## src/rtl/tmds_pkg.sv

```systemverilog
// rtl/tmds_pkg.sv - TMDS control tokens, token-to-control mapping and decoder states
package tmds_pkg;

    localparam logic [9:0] TOKEN_C00 = 10'h354;
    localparam logic [9:0] TOKEN_C01 = 10'h0AB;
    localparam logic [9:0] TOKEN_C10 = 10'h154;
    localparam logic [9:0] TOKEN_C11 = 10'h2AB;

    typedef enum logic [1:0] {
        SEARCH = 2'd0,
        VERIFY = 2'd1,
        LOCKED = 2'd2
    } state_t;

    function automatic logic [1:0] token_to_c(input logic [9:0] q);
        logic [1:0] r;
        case (q)
            TOKEN_C01: r = 2'b01;
            TOKEN_C10: r = 2'b10;
            TOKEN_C11: r = 2'b11;
            default:   r = 2'b00;
        endcase
        return r;
    endfunction

endpackage

```

## src/rtl/tmds_symbol_decode.sv

```systemverilog
// rtl/tmds_symbol_decode.sv - combinational decode of one aligned 10-bit TMDS symbol
module tmds_symbol_decode
    import tmds_pkg::*;
(
    input  logic [9:0] q,
    output logic       is_token,
    output logic [1:0] c,
    output logic [7:0] data,
    output logic       invalid
);

    logic [7:0] d;
    logic [3:0] ones;
    logic       use_xnor;

    always_comb begin
        is_token = (q == TOKEN_C00) || (q == TOKEN_C01) ||
                   (q == TOKEN_C10) || (q == TOKEN_C11);
        c        = token_to_c(q);
        d        = q[9] ? ~q[7:0] : q[7:0];
        data     = '0;
        data[0]  = d[0];
        for (int i = 1; i < 8; i++) begin
            data[i] = q[8] ? (d[i] ^ d[i-1]) : ~(d[i] ^ d[i-1]);
        end
        ones = '0;
        for (int i = 0; i < 8; i++) begin
            ones = ones + {3'b000, data[i]};
        end
        // Re-run the encoder's XOR/XNOR choice on the recovered byte; q[8] must agree.
        use_xnor = (ones > 4'd4) || ((ones == 4'd4) && !data[0]);
        invalid  = !is_token && (q[8] != !use_xnor);
    end

endmodule

```

## src/rtl/tmds_channel_decoder.sv

```systemverilog
// rtl/tmds_channel_decoder.sv - TMDS channel symbol aligner and decoder for one HDMI/DVI lane
module tmds_channel_decoder
    import tmds_pkg::*;
#(
    parameter int LOCK_COUNT = 16,
    parameter int ERR_LIMIT  = 4
) (
    input  logic       clk,
    input  logic       reset,
    input  logic [9:0] raw,
    output logic [7:0] data,
    output logic [1:0] c,
    output logic       blank,
    output logic       locked,
    output logic [3:0] offset,
    output logic       code_err
);

    localparam int CW = $clog2(LOCK_COUNT + 1);
    localparam int EW = $clog2(ERR_LIMIT + 1);

    logic [9:0]    raw_q, raw_q1;
    logic [19:0]   window;
    logic [9:0]    q;
    logic          is_token, invalid;
    logic [1:0]    sym_c;
    logic [7:0]    sym_data;

    state_t        state, state_d;
    logic [CW-1:0] cnt, cnt_d;
    logic [EW-1:0] err_cnt, err_cnt_d;
    logic [3:0]    offset_d, offset_adv;
    logic [7:0]    data_d;
    logic [1:0]    c_d;
    logic          blank_d, code_err_d;

    assign window     = {raw_q, raw_q1};
    assign q          = 10'(window >> offset);
    assign offset_adv = (offset == 4'd9) ? 4'd0 : offset + 4'd1;

    tmds_symbol_decode u_decode (
        .q        (q),
        .is_token (is_token),
        .c        (sym_c),
        .data     (sym_data),
        .invalid  (invalid)
    );

    always_comb begin
        state_d   = state;
        cnt_d     = cnt;
        err_cnt_d = err_cnt;
        offset_d  = offset;
        case (state)
            SEARCH: begin
                if (is_token) begin
                    cnt_d     = CW'(1);
                    err_cnt_d = '0;
                    state_d   = (LOCK_COUNT <= 1) ? LOCKED : VERIFY;
                end else begin
                    cnt_d    = '0;
                    offset_d = offset_adv;
                end
            end
            VERIFY: begin
                if (is_token) begin
                    cnt_d = cnt + CW'(1);
                    if (cnt_d >= CW'(LOCK_COUNT)) begin
                        state_d   = LOCKED;
                        err_cnt_d = '0;
                    end
                end else begin
                    state_d  = SEARCH;
                    cnt_d    = '0;
                    offset_d = offset_adv;
                end
            end
            LOCKED: begin
                if (is_token) begin
                    err_cnt_d = '0;
                end else if (invalid) begin
                    err_cnt_d = err_cnt + EW'(1);
                    if (err_cnt_d >= EW'(ERR_LIMIT)) begin
                        state_d  = SEARCH;
                        cnt_d    = '0;
                        offset_d = offset_adv;
                    end
                end
            end
            default: state_d = SEARCH;
        endcase
    end

    // Outputs follow the state being entered, so locked and the first decoded
    // symbol appear together, and the drop edge already shows unlocked values.
    always_comb begin
        data_d     = '0;
        c_d        = c;
        blank_d    = 1'b1;
        code_err_d = 1'b0;
        if (state_d == LOCKED) begin
            if (is_token) begin
                c_d = sym_c;
            end else begin
                data_d     = sym_data;
                blank_d    = 1'b0;
                code_err_d = invalid;
            end
        end else begin
            c_d = 2'b00;
        end
    end

    always_ff @(posedge clk or posedge reset) begin
        if (reset) begin
            raw_q    <= '0;
            raw_q1   <= '0;
            state    <= SEARCH;
            cnt      <= '0;
            err_cnt  <= '0;
            offset   <= '0;
            data     <= '0;
            c        <= 2'b00;
            blank    <= 1'b1;
            locked   <= 1'b0;
            code_err <= 1'b0;
        end else begin
            raw_q    <= raw;
            raw_q1   <= raw_q;
            state    <= state_d;
            cnt      <= cnt_d;
            err_cnt  <= err_cnt_d;
            offset   <= offset_d;
            data     <= data_d;
            c        <= c_d;
            blank    <= blank_d;
            locked   <= (state_d == LOCKED);
            code_err <= code_err_d;
        end
    end

endmodule
```

## config.mk

```make
export PLATFORM = sky130hd
export DESIGN_NAME = tmds_channel_decoder
export DESIGN_NICKNAME = d
export VERILOG_FILES = /design/src/rtl/tmds_pkg.sv /design/src/rtl/tmds_symbol_decode.sv /design/src/rtl/tmds_channel_decoder.sv
export SDC_FILE = /design/constraint.sdc
export NUM_CORES = 1
export LEC_CHECK = 0
export CORE_MARGIN = 10
export CORE_UTILIZATION = 50
export DETAILED_ROUTE_END_ITERATION = 16
export GPL_TIMING_DRIVEN = 0
export HOLD_SLACK_MARGIN = 0.02
export PLACE_DENSITY = 0.71
export SLEW_MARGIN = 20
export SYNTH_ARGS = -nofsm -noshare
export SYNTH_HDL_FRONTEND = slang
export SYNTH_SLANG_ARGS = --single-unit
```

## constraint.sdc

```tcl
create_clock -name clk -period 6.8 [get_ports clk]
set_input_delay 2.04 -clock clk [delete_from_list [all_inputs] [get_ports clk]]
set_output_delay 2.04 -clock clk [all_outputs]
set_load 0.005 [all_outputs]
```

# Word-level counts from Yosys, hierarchy flattened
# Cells that the tools add are included.
# totals
register_bits	47
input_bits	12
out_inout_bits	17
elab_cells	117
# classes
order_cmp	3
n_eq_ne	19
add_sub_neg	10
reduce_logical	16
shifts	1
bitwise_logic	15
muxes	42
# op_table
operator	n
$add A4 B1 Y4	6
$mux W8	3
$eq A10 B10 Y1 const B	2
$mux W4	5
$mux W5	4
$shr A20 B4 Y10	1
$mux W2	8
$ne A2 B2 Y1 const B	8
$mux W3	5
$pmux W5 S3	1
$mux W1	12
$pmux W2 S3	2
$eq A10 B8 Y1 const B	1
$eq A10 B9 Y1 const B	1
$reduce_and A5 Y1	2
$pmux W3 S3	1
$not A8 Y8	1
$pmux W4 S2	1
$not A1 Y1	7
$xor A1 B1 Y1	7
$add A5 B1 Y5 const B	1
$ge A5 B5 Y1 const B	1
$add A4 B1 Y4 const B	1
$eq A2 B2 Y1 const B	2
other kinds (17)	23

# Longest topological paths before layout
# Gate-level depths: netlist of the first run.
# depth
depth_word	24
ltp_mapped	24
ltp_nobuf	20

# Modules after synthesis
# A second synthesis of the first run with hierarchy kept.
# unflattened
cells_unflattened	272
area_unflattened_um2	3041.7
# modules_own_cells
mod	seq_area_each_um2	area_each_um2	instances	cells_each
tmds_channel_decoder	1177.4	2628.8	1	222
tmds_symbol_decode	0.0	412.9	1	50

# Least setup slack after synthesis of the first run
# Ideal clock, no wire load.
# synth_path
kind	register -> register
start	register offset[3]
end	register offset[1]
t_arrival_ns	5.738
setup_ns	0.128
slack_ns	0.935
path_stages_with_launch	23
path_cell_list	dfrtp_1 -> buf_2 -> buf_2 -> mux4_2 -> mux2i_1 -> nor2_1 -> a21oi_1 -> ha_1 -> xnor2_1 -> ha_1 -> inv_1 -> fa_1 -> fa_1 -> inv_1 -> fa_1 -> fa_1 -> a211oi_1 -> nand2_1 -> o221ai_2 -> mux2i_1 -> buf_6 -> a211oi_4 -> mux2_1
# synth_between
elab_chain_cells	21
elab_cells_between_ends	58
cone_classes	7 x add/sub; 1 x order compare; 10 x eq/ne; 1 x shift; 14 x mux; 15 x bitwise; 10 x reduce/logical
# synth_lines
element	line	text
from (decl)	tmds_channel_decoder.sv:15	output logic [3:0] offset,
from (signal assigned)	tmds_channel_decoder.sv:133	offset <= offset_d;
branches (longest 21 deep; another with $add A4 B1 Y4)	n/a	
# Parallel ways; which one is timed is not known. The select of a mux whose other input is x is not followed.
# A chain may end at the register's enable or synchronous reset.

# Worst setup path after layout of the first run
# Ends and elaborated chain as after synthesis.

==> reports/results.ini, run 1 <==
[finish]
regArea_mm2=0.001177
multi_input_area_mm2=0.001767
fin_nets=362
area_growth_pct=16.49
fillers=510
diodes=0
drive_above_1_share_pct=15.15

[synth]
synth_top_family_by_area=multiplexers
synth_compound_area_share_pct=12.53
synth_cell_types=56
ys_warn_count=0
synth_adder_area_share_pct=9.278
synth_top_cell_area_share_pct=36.48
yosys_register_bits=47
syn-cell-area_mm2=0.003156
synth.yosys.seq_area_share_pct=37.31
synth.largest_area_cell=dfrtp_1
netlist_instances=293
avgSynthCellArea_um2=10.77
synth_edf_count=0
muxShareOfSynthArea_pct=18.48
synthArstFlopShare_pct=100.0
synth_area_leaders=dfrtp_1 (36%), mux4_2 (9.3%), ha_1 (6.7%), mux2i_1 (5.1%), inv_1 (3.4%)
synth-simple-area-share_pct=10.86
post_synth_xor_area_fraction_pct=4.718
syn-num-nets=326
synth_ff_type=dfrtp_1

[floorplan]
fp.coreArea_mm2=0.006026
initial_core_util_pct=52.37
io_pins=29
fp.dieW_um=99.44
fp.dieH_um=99.44
die_area_mm2=0.009888
rows=28

[clock_network]
cts.sinks=47
cts_root_buf=clkbuf_8
cts_max_path_buffers=2
insertion_delay_ns=0.30
cts_htree_levels=2
cts_tree=done
cts_hold_buf=0
cts_setup_buffers=0
cts_buffers=5
clkTransAtPathRegs_ns=0.09
ctsResizeCount=0

[sta]
setup_violations=0
tns_ns=0
finalHoldViolations=0
final_max_slew_viol_count=0
rsz0062_at_grt=false
max_clock_freq_ghz=0.1575
worst_pin_slew_ns=0.5520
finClkSkew_ns=0.01032
finalCritPeriodShare_pct=93.34
hold_slack_ns=0.4284
slew_headroom_pct=62.98
layout_min_cycle_time_ns=6.347

[worst_hold_path]
hold_path.class=reg2reg

[job]
cap_violations=0

[grt]
grt_pass1_wl_um=11570
grt_pass1_vias=2429
grt_max_degree=26
antenna_found_initial=0
grt_usage_pct=13.86
grt_overflow=0

[routing]
drtPass1Iterations=4
wl_per_cell_um=16.09
drc_errors=0
wl_um=6516
route.vias.total=2346
viasPerCell=5.793
dr.first_iter.drc_count=153
antenna_left=0

[worst_setup_path]
start_kind=register
worstPathArrival_ns=6.53
endpoint_kind=register
cp.required_ns=6.98
worstSetupPathType=reg2reg
critPathMaxFanout=10

[placement]
gp_congestion=0.8824
place_hpwl_um=5159
io_buffers=28

[outcome]
status=complete, no violations

==> state kept, by name, indices dropped and copies added, names as in the netlist <==
signal    cells
state         2
data          8
locked        1
raw_q1       10
offset        4
blank         1
c             2
err_cnt       3
raw_q        10
cnt           5
code_err      1
==> worst max-delay path, stage by stage, from the launching register on <==
cell and delay [ns]:
dfrtp_1 0.38, buf_2 0.27, buf_2 0.30, mux4_2 0.53, mux2i_1 0.18, nor2_1 0.07
a21oi_2 0.18, ha_1 0.27, xnor2_1 0.15, ha_1 0.29, inv_1 0.05, fa_1 0.50
fa_1 0.55, inv_1 0.05, fa_1 0.45, fa_1 0.44, a211oi_1 0.27, nand2_1 0.11
o221ai_2 0.26, mux2i_1 0.30, buf_6 0.20, a211oi_4 0.07, mux2_1 0.36
==> per-stage QoR <==
step	util [%]	cell area (µm²)	cells	worst slack, ns
6_report	61.00	3676	405	0.4526
4_1_cts	60.94	3672	405	0.3095
3_3_place_gp	58.58	3530	396	0.4397
5_1_grt	61.00	3676	405	0.06311
3_5_place_dp	59.03	3557	397	0.3366
2_1_floorplan	-	3156	293	0.9348
==> cells in the final DEF (no fill, tap or decap), drive strengths merged, types with 2 or more instances in the layout <==
cell type and instances:
o2bb2ai 2, a31oi 4, a211oi 6, o2111ai 2, and3 2, inv 32
mux2i 18, dfrtp 46, mux2 6, xor2 5, nand2 18, mux4 14
nand3 8, xnor2 12, a221oi 4, clkdlybuf4s50 28, nor3b 5, o21ai 3
o211ai 2, clkbuf 8, or2 2, nor3 7, nand4 2, or3 3
nor2 19, a21o 6, fa 4, a21oi 16, ha 17, buf 12
==> metal layers <==
metal	track usage, %	wire [µm]	vias to the layer above
met5	0	0	-
met4	3.638	66	0
met3	3.322	398	10
met2	22.24	3150	56
met1	18.25	2900	1160
li1	-	-	1120
==> path summary, 6_finish.rpt <==
check,startpoint,endpoint,slack (ns),cells past startpoint
max,offset[3],offset[1],0.45,22
min,raw_q[6],raw_q1[6],0.43,0
max reg2reg,offset[3],offset[1],0.45,22
min reg2reg,raw_q[6],raw_q1[6],0.43,0
max in group asynchronous,reset,blank,4.14,3
min in group asynchronous,reset,raw_q[9],2.09,2
==> Yosys cell counts (all sizes together), types with 4 or more instances <==
| cell type | count |
|---|---|
| nor3 | 7 |
| inv | 31 |
| mux4 | 14 |
| buf | 11 |
| a21oi | 16 |
| xor2 | 5 |
| mux2i | 18 |
| a21o | 6 |
| a31oi | 4 |
| dfrtp | 46 |
| a221oi | 4 |
| ha | 17 |
| nand3 | 8 |
| nor2 | 19 |
| nor3b | 5 |
| nand2 | 18 |
| xnor2 | 12 |
| a211oi | 6 |
| fa | 4 |
| mux2 | 6 |
==> logic make-up (layout without fill, tap and decap cells) <==
| group | Yosys count | count (layout) |
|---|---|---|
| XOR/XNOR | 17 | 17 |
| flip-flops | 47 | 47 |
| AND/OR/NAND/NOR | 71 | 71 |
| adder cells (fa/ha/maj) | 21 | 21 |
| buffers and inverters | 46 | 83 |
| multiplexers | 38 | 38 |
| AO/OA/AOI/OAI | 53 | 53 |
==> area by class of cell <==
cell class / count / share of cell area [%]
buffer: 14 / 2.587
tap: 75 / 2.553
inverter: 32 / 3.268
timing repair buffer: 29 / 8.373
multi-input combinational: 200 / 48.06
clock inverter: 3 / 1.259
clock buffer: 5 / 1.872
sequential: 47 / 32.03
Power of run 1 is not shown: default switching activity piles up to over one toggle a cycle in this logic, so the estimate is an artifact.
==> inputs of run 2 (changes only) <==
--- a/config.mk
+++ b/config.mk
@@ -5,12 +5,13 @@
 export SDC_FILE = /design/constraint.sdc
 export NUM_CORES = 1
 export LEC_CHECK = 0
+export CORE_ASPECT_RATIO = 0.6
 export CORE_MARGIN = 10
 export CORE_UTILIZATION = 50
 export DETAILED_ROUTE_END_ITERATION = 16
 export GPL_TIMING_DRIVEN = 0
 export HOLD_SLACK_MARGIN = 0.02
-export PLACE_DENSITY = 0.71
+export PLACE_DENSITY = 0.69
 export SLEW_MARGIN = 20
 export SYNTH_ARGS = -nofsm -noshare
 export SYNTH_HDL_FRONTEND = slang
==> reports/results.ini, run 2 (synthesis results as in run 1) <==
[routing]
antenna_left=0  ; unchanged
drtPass1Iterations=4  ; unchanged
route.vias.total=2328  ; was 2346
viasPerCell=5.623  ; was 5.793
wl_um=7089  ; was 6516 µm
drc_errors=0  ; unchanged
dr.first_iter.drc_count=208  ; was 153
wl_per_cell_um=17.12  ; was 16.09 µm

[grt]
grt_max_degree=29  ; was 26
grt_pass1_vias=2382  ; was 2429
grt_overflow=0  ; unchanged
grt_pass1_wl_um=12360  ; was 11570 µm
antenna_found_initial=0  ; unchanged
grt_usage_pct=15.44  ; was 13.86%

[outcome]
status=complete, no violations  ; unchanged

[finish]
final_cell_mix=dfrtp_1 (46), inv_1 (28), clkdlybuf4s50_1 (28)  ; unchanged
fin_nets=362  ; unchanged
final_common_cell=dfrtp_1  ; unchanged
area_growth_pct=15.98  ; was 16.49%
fillers=538  ; was 510
reg_top3=raw_q1 x10, raw_q x10, data x8  ; unchanged
stdcell_count=414  ; was 405
drive_above_1_share_pct=14.85  ; was 15.15%
diodes=0  ; unchanged

[sta]
worst_pin_slew_ns=0.5629  ; was 0.5520 ns
finalHoldViolations=0  ; unchanged
finalCritPeriodShare_pct=94.54  ; was 93.34%
rsz0062_at_grt=false  ; unchanged
tns_ns=0  ; unchanged
finClkSkew_ns=0.004972  ; was 0.01032 ns
slew_headroom_pct=62.20  ; was 62.98%
setup_violations=0  ; unchanged
max_clock_freq_ghz=0.1556  ; was 0.1575 GHz
final_max_slew_viol_count=0  ; unchanged
layout_min_cycle_time_ns=6.428  ; was 6.347 ns
layout_setup_ws_ns=0.3715  ; was 0.4526 ns

[clock_network]
clkTransAtPathRegs_ns=0.09  ; about the same
cts_max_path_buffers=2  ; unchanged
insertion_delay_ns=0.31  ; was 0.30 ns
cts_root_buf=clkbuf_8  ; unchanged
cts_setup_buffers=0  ; unchanged
cts_tree=done  ; unchanged
cts_buffers=5  ; unchanged
cts_hold_buf=0  ; unchanged
cts.sinks=47  ; unchanged
ctsResizeCount=0  ; unchanged
cts_htree_levels=2  ; unchanged

[worst_setup_path]
worstPathArrival_ns=6.62  ; was 6.53 ns
critPathMaxFanout=10  ; unchanged
endpoint_kind=register  ; unchanged
cp_slowest_stage_delay_ns=0.54  ; was 0.55 ns
cp_cell_sequence=buf_2 -> buf_2 -> mux4_2 -> mux2i_1 -> nor2_1 -> a21oi_1 -> ha_1 -> xnor2_1 -> ha_1 -> inv_1 -> fa_1 -> fa_1 -> inv_1 -> fa_1 -> fa_1 -> a211oi_1 -> nand2_1 -> o221ai_2 -> mux2i_1 -> buf_6 -> a211oi_4 -> mux2_1  ; was buf_2 -> buf_2 -> mux4_2 -> mux2i_1 -> nor2_1 -> a21oi_2 -> ha_1 -> xnor2_1 -> ha_1 -> inv_1 -> fa_1 -> fa_1 -> inv_1 -> fa_1 -> fa_1 -> a211oi_1 -> nand2_1 -> o221ai_2 -> mux2i_1 -> buf_6 -> a211oi_4 -> mux2_1
crit_top_cell=fa_1  ; unchanged
cp.required_ns=6.99  ; was 6.98 ns
cpMaxStageDelayCell=mux4_2  ; was fa_1
worstSetupPathType=reg2reg  ; unchanged
worstRegToRegCells=22  ; unchanged
start_kind=register  ; unchanged

[floorplan]
initial_core_util_pct=51.64  ; was 52.37%
die_area_mm2=0.009993  ; was 0.009888 mm²
io_pins=29  ; unchanged
rows=22  ; was 28
fp.coreArea_mm2=0.006111  ; was 0.006026 mm²
fp.dieW_um=122.6  ; was 99.44 µm
fp.dieH_um=81.54  ; was 99.44 µm

[worst_hold_path]
hold_path.class=reg2reg  ; unchanged
whs_path_depth=0  ; unchanged

[placement]
place_hpwl_um=5612  ; was 5159 µm
io_buffers=28  ; unchanged
dp.cells=406  ; was 397
gp_congestion=0.9317  ; was 0.8824
pre_cts_slack_ns=0.4112  ; was 0.3366 ns

[job]
cap_violations=0  ; unchanged

==> run 2: final cells by class <==
| cell class | instances | area [µm²] | share of cell area, % |
|---|---|---|---|
| inverter | 32 | 120.1 | 3.282 |
| clock inverter | 2 | 16.27 | 0.4444 |
| tap | 84 | 105.1 | 2.872 |
| buffer | 14 | 95.09 | 2.598 |
| sequential | 47 | 1177 | 32.17 |
| clock buffer | 6 | 82.58 | 2.256 |
| multi-input combinational | 200 | 1763 | 48.17 |
| timing repair buffer | 29 | 300.3 | 8.205 |
==> run 2: through the flow <==
step,area [µm²],hold WS [ns],utilization (%)
after CTS,3660,0.4517,59.89
final,3660,0.4482,59.89
after floorplan,3156,0.3796,-
after global routing,3660,0.4749,59.89
after global placement,3541,0.4285,57.94
after detailed placement,3561,0.4306,58.27
==> run 2: per-layer routing <==
layer  GRT usage (%)  vias to the layer above  routed length [µm]
met1           23.68                     1123                3507
met2           21.41                       85                2844
met4           3.513                        0                  49
met3           3.425                        7                 687
met5               0                        -                   0
li1                -                     1113                   -
==> run 2: final timing paths <==
kind	start	to	slack [ns]
worst max-delay path	offset[3]	offset[1]	0.37
max in group asynchronous	reset	raw_q[8]	4.27
worst max register to register	offset[3]	offset[1]	0.37
worst min register to register	raw_q[7]	raw_q1[7]	0.45
min in group asynchronous	reset	locked	2.04
worst min-delay path	raw_q[7]	raw_q1[7]	0.45
==> run 2: worst max-delay path: cells and delay by family (launching register included) <==
family	cells	cell delay [ns]
AOI/OAI and AO/OA	4	0.88
xor gates and xnor gates	1	0.15
adders and majority gates	6	2.52
buffers and inverters	5	0.88
DFF	1	0.37
muxes	4	1.34
and+or+nand+nor	2	0.17
Power of run 2 is left out for the same reason.
